===== config.mk =====
export PLATFORM = sky130hd
export DESIGN_NAME = bip2_control_mc
export DESIGN_NICKNAME = d
export VERILOG_FILES = /design/src/rtl/bip2_pkg.sv /design/src/rtl/bip2_decode.sv /design/src/rtl/bip2_control_mc.sv
export SDC_FILE = /design/constraint.sdc
export NUM_CORES = 1
export LEC_CHECK = 0
export BUFFER_PORTS_ARGS = -buffer_cell sky130_fd_sc_hd__buf_4
export CORE_MARGIN = 2
export CORE_UTILIZATION = 25
export CTS_BUF_LIST = sky130_fd_sc_hd__clkbuf_16
export DETAILED_ROUTE_END_ITERATION = 16
export GPL_TIMING_DRIVEN = 0
export PLACE_DENSITY = 0.49
export SYNTH_ARGS = -nofsm -noshare
export SYNTH_HDL_FRONTEND = slang
export SYNTH_SLANG_ARGS = --single-unit
export TNS_END_PERCENT = 20

===== constraint.sdc =====
create_clock -name Clock_i -period 1.6 [get_ports Clock_i]
set_input_delay 0.32 -clock Clock_i [delete_from_list [all_inputs] [get_ports Clock_i]]
set_output_delay 0.32 -clock Clock_i [all_outputs]
set_load 0.03 [all_outputs]

===== src/rtl/bip2_pkg.sv =====
// BIP-2 shared constants: opcode values, control-FSM state codes, ALU
// operation codes and datapath mux select values.
package bip2_pkg;

    // Opcodes are held at 32 bits so the decoder can compare against them
    // whatever the configured opcode field width.
    localparam logic [31:0] OP_HLT       = 32'd0;
    localparam logic [31:0] OP_STO       = 32'd1;
    localparam logic [31:0] OP_LD        = 32'd2;
    localparam logic [31:0] OP_LDI       = 32'd3;
    localparam logic [31:0] OP_ADD       = 32'd4;
    localparam logic [31:0] OP_ADDI      = 32'd5;
    localparam logic [31:0] OP_SUB       = 32'd6;
    localparam logic [31:0] OP_SUBI      = 32'd7;
    localparam logic [31:0] OP_BEQ       = 32'd8;
    localparam logic [31:0] OP_BNE       = 32'd9;
    localparam logic [31:0] OP_BGT       = 32'd10;
    localparam logic [31:0] OP_BGE       = 32'd11;
    localparam logic [31:0] OP_BLT       = 32'd12;
    localparam logic [31:0] OP_BLE       = 32'd13;
    localparam logic [31:0] OP_JMP       = 32'd14;
    localparam logic [31:0] OP_NOP_FIRST = 32'd15;

    localparam logic [1:0] ST_FETCH = 2'd0;
    localparam logic [1:0] ST_EXEC  = 2'd1;
    localparam logic [1:0] ST_HALT  = 2'd2;

    localparam logic ALU_ADD = 1'b0;
    localparam logic ALU_SUB = 1'b1;

    localparam logic SELA_BMUX = 1'b0;
    localparam logic SELA_ALU  = 1'b1;
    localparam logic SELB_RAM  = 1'b0;
    localparam logic SELB_IMM  = 1'b1;

endpackage


===== src/rtl/bip2_decode.sv =====
// BIP-2 instruction decoder (purely combinational).
// Ports:
//   opcode        opcode field of the instruction register
//   z, n          accumulator zero / negative flags
//   sel_a, sel_b  accumulator source and B-mux selects
//   wr_acc        accumulator write enable
//   op            ALU operation (add / subtract)
//   wr_ram        data RAM write enable
//   branch_taken  branch/jump condition satisfied for this opcode
//   is_halt       opcode is HLT
module bip2_decode
    import bip2_pkg::*;
#(
    parameter int OPC_W = 5
) (
    input  logic [OPC_W-1:0] opcode,
    input  logic             z,
    input  logic             n,
    output logic             sel_a,
    output logic             sel_b,
    output logic             wr_acc,
    output logic             op,
    output logic             wr_ram,
    output logic             branch_taken,
    output logic             is_halt
);

    logic [31:0] opc;

    always_comb begin
        opc          = 32'(opcode);
        sel_a        = SELA_BMUX;
        sel_b        = SELB_RAM;
        wr_acc       = 1'b0;
        op           = ALU_ADD;
        wr_ram       = 1'b0;
        branch_taken = 1'b0;
        is_halt      = 1'b0;
        case (opc)
            OP_HLT:  is_halt = 1'b1;
            OP_STO:  wr_ram  = 1'b1;
            OP_LD:   wr_acc  = 1'b1;
            OP_LDI: begin
                wr_acc = 1'b1;
                sel_b  = SELB_IMM;
            end
            OP_ADD: begin
                wr_acc = 1'b1;
                sel_a  = SELA_ALU;
            end
            OP_ADDI: begin
                wr_acc = 1'b1;
                sel_a  = SELA_ALU;
                sel_b  = SELB_IMM;
            end
            OP_SUB: begin
                wr_acc = 1'b1;
                sel_a  = SELA_ALU;
                op     = ALU_SUB;
            end
            OP_SUBI: begin
                wr_acc = 1'b1;
                sel_a  = SELA_ALU;
                sel_b  = SELB_IMM;
                op     = ALU_SUB;
            end
            OP_BEQ:  branch_taken = z;
            OP_BNE:  branch_taken = !z;
            OP_BGT:  branch_taken = !z && !n;
            OP_BGE:  branch_taken = !n;
            OP_BLT:  branch_taken = n;
            OP_BLE:  branch_taken = z || n;
            OP_JMP:  branch_taken = 1'b1;
            // OP_NOP_FIRST and above: no controls
            default: ;
        endcase
    end

endmodule


===== src/rtl/bip2_control_mc.sv =====
// BIP-2 multicycle control unit: owns PC and IR, fetches from instruction
// memory with a valid handshake, executes one instruction per EXEC cycle and
// supports halt/resume.
// Ports:
//   Clock_i, Reset_i     clock, synchronous active-high reset
//   Instr_i, Instr_valid_i  instruction word and its valid strobe
//   z_i, n_i             accumulator zero / negative flags
//   Run_i                resume pulse while halted
//   ADDR_im_o            instruction address (PC)
//   DATA_im_o            operand field of the IR
//   SellA_o, SellB_o, WrAcc_o, Op_o, WrRam_o  datapath controls
//   Halted_o             core is halted
//
// state    | meaning
// ---------+-------------------------------------------------------
// ST_FETCH | present PC, wait for Instr_valid_i, latch IR
// ST_EXEC  | drive decoded controls for one cycle, update PC
// ST_HALT  | HLT executed, PC frozen until Run_i
module bip2_control_mc
    import bip2_pkg::*;
#(
    parameter int DATA_W   = 16,
    parameter int OPC_W    = 5,
    parameter int ADDR_W   = 11,
    parameter int RESET_PC = 0
) (
    input  logic              Clock_i,
    input  logic              Reset_i,
    input  logic [DATA_W-1:0] Instr_i,
    input  logic              Instr_valid_i,
    input  logic              z_i,
    input  logic              n_i,
    input  logic              Run_i,
    output logic [ADDR_W-1:0] ADDR_im_o,
    output logic [ADDR_W-1:0] DATA_im_o,
    output logic              SellA_o,
    output logic              SellB_o,
    output logic              WrAcc_o,
    output logic              Op_o,
    output logic              WrRam_o,
    output logic              Halted_o
);

    generate
        if (ADDR_W > DATA_W - OPC_W) begin : g_bad_width
            $error("bip2_control_mc: ADDR_W must not exceed DATA_W-OPC_W");
        end
    endgenerate

    logic [1:0]        state;
    logic [ADDR_W-1:0] pc;
    logic [DATA_W-1:0] ir;

    logic dec_sel_a, dec_sel_b, dec_wr_acc, dec_op, dec_wr_ram;
    logic branch_taken, is_halt;
    logic exec_en;

    bip2_decode #(
        .OPC_W (OPC_W)
    ) u_decode (
        .opcode       (ir[DATA_W-1 -: OPC_W]),
        .z            (z_i),
        .n            (n_i),
        .sel_a        (dec_sel_a),
        .sel_b        (dec_sel_b),
        .wr_acc       (dec_wr_acc),
        .op           (dec_op),
        .wr_ram       (dec_wr_ram),
        .branch_taken (branch_taken),
        .is_halt      (is_halt)
    );

    // Reset gates the controls combinationally so an EXEC cycle that is
    // being reset never commits a write.
    always_comb begin
        exec_en   = (state == ST_EXEC) && !Reset_i;
        ADDR_im_o = pc;
        DATA_im_o = ir[ADDR_W-1:0];
        SellA_o   = exec_en && dec_sel_a;
        SellB_o   = exec_en && dec_sel_b;
        WrAcc_o   = exec_en && dec_wr_acc;
        Op_o      = exec_en && dec_op;
        WrRam_o   = exec_en && dec_wr_ram;
        Halted_o  = (state == ST_HALT) && !Reset_i;
    end

    always_ff @(posedge Clock_i) begin
        if (Reset_i) begin
            state <= ST_FETCH;
            pc    <= ADDR_W'(RESET_PC);
            ir    <= '0;
        end else begin
            case (state)
                ST_FETCH: begin
                    if (Instr_valid_i) begin
                        ir    <= Instr_i;
                        state <= ST_EXEC;
                    end
                end
                ST_EXEC: begin
                    if (is_halt) begin
                        state <= ST_HALT;
                    end else begin
                        pc    <= branch_taken ? ir[ADDR_W-1:0] : pc + ADDR_W'(1);
                        state <= ST_FETCH;
                    end
                end
                ST_HALT: begin
                    if (Run_i) begin
                        pc    <= pc + ADDR_W'(1);
                        state <= ST_FETCH;
                    end
                end
                default: state <= ST_FETCH;
            endcase
        end
    end

endmodule


==> results.yml <==
timing:
  hold_ws_ns: 0.285
  finalHoldViolCount: 0
  setup_viol: 15
  period_share_pct: 110
  finClkSkew_ns: 0.00575
  tightestPinTransition_ns: 0.549
  slew-limit-headroom_pct: 63.4
  finalMaxSlewViolations: 0
  fin_crit_ns: 1.77
  fmax_mhz: 566
  setup_slack_ns: -0.167
  rsz0062_at_grt: "true"
clock_tree:
  clkTransAtPathRegs_ns: 0.05
  clk_latency_ns: 0.27
  clock_path_buffers: 2
  clock-sinks: 29
  cts_buffers: 5
  cts.htree.levels: 2
  holdBufCountCts: 0
  cts-root-buf: "clkbuf_16"
  tritoncts: "yes"
power:
  ir_drop_mv: 0.577
  p_clk_share_pct: 46.5
  leakage_nw: 0.991
  powerDensity_nw_per_um2: 965
  p_seq_share_pct: 36.2
  finalPower_mw: 2.23
  intPower_mw: 1.66
  p_switching_uw: 564
  p_comb_share_pct: 17.3
  p_sw_share_pct: 25.3
placement:
  post-place-ws_ns: -0.290
  place_area_um2: 2030
  hpwl_mm: 3.26
  portBuffers: 49
  place.gp.congestion: 0.794
worst_setup_path:
  critPathKind: "reg2reg"
  cp_max_fo: 10
  cp-start-kind: "flop"
  cp-end-kind: "flop"
  cp.arrival_ns: 1.91
  cp.required_ns: 1.74
floorplanning:
  boundaryPins: 50
  num_rows: 28
  die_w_um: 82.8
  coreArea_um2: 5960
  fp.dieH_um: 82.8
  die_area_um2: 6860
  start_util_pct: 26.1
synth:
  syn_nets: 225
  synth_ff_type: "dfxtp_1"
  yosysSeqAreaShare_pct: 37.4
  yosys_register_bits: 29
  synth-edff-count: 0
  synth_area_um2: 1550
  synth.distinct_cells: 37
  synth.avg_cell_area_um2: 7.69
  netlist_instances: 202
  async_flop_share_pct: 0
  ys_warn_count: 0
route:
  wl_per_cell_um: 13.1
  viasPerCell: 4.67
  finalWirelength_mm: 4.44
  remaining_drc_errors: 0
  drt-pass1-iter-count: 4
  ant_nets: 0
  drtIter0Drc: 40
  vias: 1583
layout:
  nNetsFinal: 287
  fillCellCount: 668
  stdcell_area_um2: 2310
  syn2layout_area_growth_pct: 48.8
  multiInputGateArea_um2: 861
  diodes: 0
  drive_gt1_share_pct: 37.5
  mostFrequentLayoutCell: "buf_4"
  final_cell_mix: "61 x buf_4, 42 x nand2_1, 28 x a21oi_1"
  fin_util_pct: 38.8
  seqCellArea_um2: 584
status:
  violations: "negative setup slack"
  status: "complete, but fails checks"
global_routing:
  grt_first_pass_wirelength_mm: 7.04
  grt_max_degree: 11
  grt_pass1_vias: 1475
  grt_util_all_layers_pct: 12.7
  overflow: 0
  grt_antenna_before_repair: 0
min_path:
  hold_class: "in2reg"
run:
  cap_violations: 0
[sequential cells by signal, summed over array words and instances, names as in the netlist]
signal     flops
ADDR_im_o     11
ir            16
state          2
[metal layers]
layer / up-vias / GRT usage (%) / part of all wire, %
li1: 819 / - / -
met1: 722 / 16.1 / 48
met2: 34 / 19.9 / 45
met3: 8 / 3.28 / 4.4
met4: 0 / 5.96 / 2.1
met5: - / 0 / 0
[layout make-up]
cell class | count | area share (%)
multi-input cells | 143 | 37.3
clock inverters | 2 | 1.52
plain buffers | 21 | 6.55
inverters | 9 | 1.46
clock buffers | 5 | 5.42
well taps | 75 | 4.06
flip-flops and latches | 29 | 25.3
repair buffers | 55 | 18.4
[power by group through the flow]
stage | registers [mW] | clock network (mW) | logic [mW]
final | 0.807 | 1.04 | 0.385
after floorplan | 0.820 | 0 | 0.213
after global placement | 0.819 | 0 | 0.349
after global routing | 0.814 | 1.10 | 0.418
after detailed placement | 0.819 | 0 | 0.350
after CTS | 0.806 | 1.06 | 0.366
[worst max-delay path, cell delays in order (launching register included)]
cell and delay, ns:
dfxtp_2 0.32, buf_6 0.12, mux2_4 0.29, o21a_1 0.18, a211o_4 0.30, buf_6 0.16, mux2i_1 0.17, o32ai_1 0.09
[final timing paths]
kind	startpoint	to	slack, ns	cells past startpoint
max reg2reg	ir[13]$_SDFFE_PP0P_	ADDR_im_o[2]$_SDFFE_PP0P_	-0.17	7
min reg2reg	ir[8]$_SDFFE_PP0P_	ir[8]$_SDFFE_PP0P_	0.47	2
max	ir[13]$_SDFFE_PP0P_	ADDR_im_o[2]$_SDFFE_PP0P_	-0.17	7
min	Instr_i[14]	ir[14]$_SDFFE_PP0P_	0.28	3
[synthesized netlist by cell type, types with 2 or more instances]
master	n	area [um^2]
nand3_1	7	35.0
buf_6	2	22.5
nand4_1	3	18.8
inv_1	9	33.8
and3_1	2	12.5
a21oi_1	28	140
and2_1	3	18.8
clkbuf_1	7	26.3
a31oi_1	2	12.5
nor4_1	2	12.5
mux2i_1	7	70.1
o21ai_0	2	10.0
o21a_1	2	15.0
dfxtp_1	29	581
or4_1	2	15.0
a2bb2oi_1	3	26.3
buf_4	11	82.6
or2_2	3	18.8
nand2_1	43	161
o32ai_1	6	52.6
nor3_1	5	25.0
nor2_1	9	33.8
[stage by stage]
step,TNS (ns),instances
final,-1.73,339
after floorplan,-0.468,202
after detailed placement,-2.41,326
after global routing,-3.23,339
after global placement,-2.45,326
after CTS,-2.05,335
[timing repair]
action / CTS / global route
endpoints found under the hold margin: 0 / 0
gates cloned: 0 / 1
resized for setup: 15 / 10
buffers inserted: 2 / 3
endpoints found under the setup margin: 25 / 26
pin swaps: 8 / 2
[logic make-up after synthesis]
family	count (synthesis)	share of synthesized area [%]
DFF	29	37.4
muxes	8	5.48
adders and majority gates	1	0.806
xor gates and xnor gates	1	0.564
AOI/OAI and AO/OA	47	19.0
and+or+nand+nor	86	25.8
buffers and inverters	30	11.0
(Power assumes the default switching activity.)
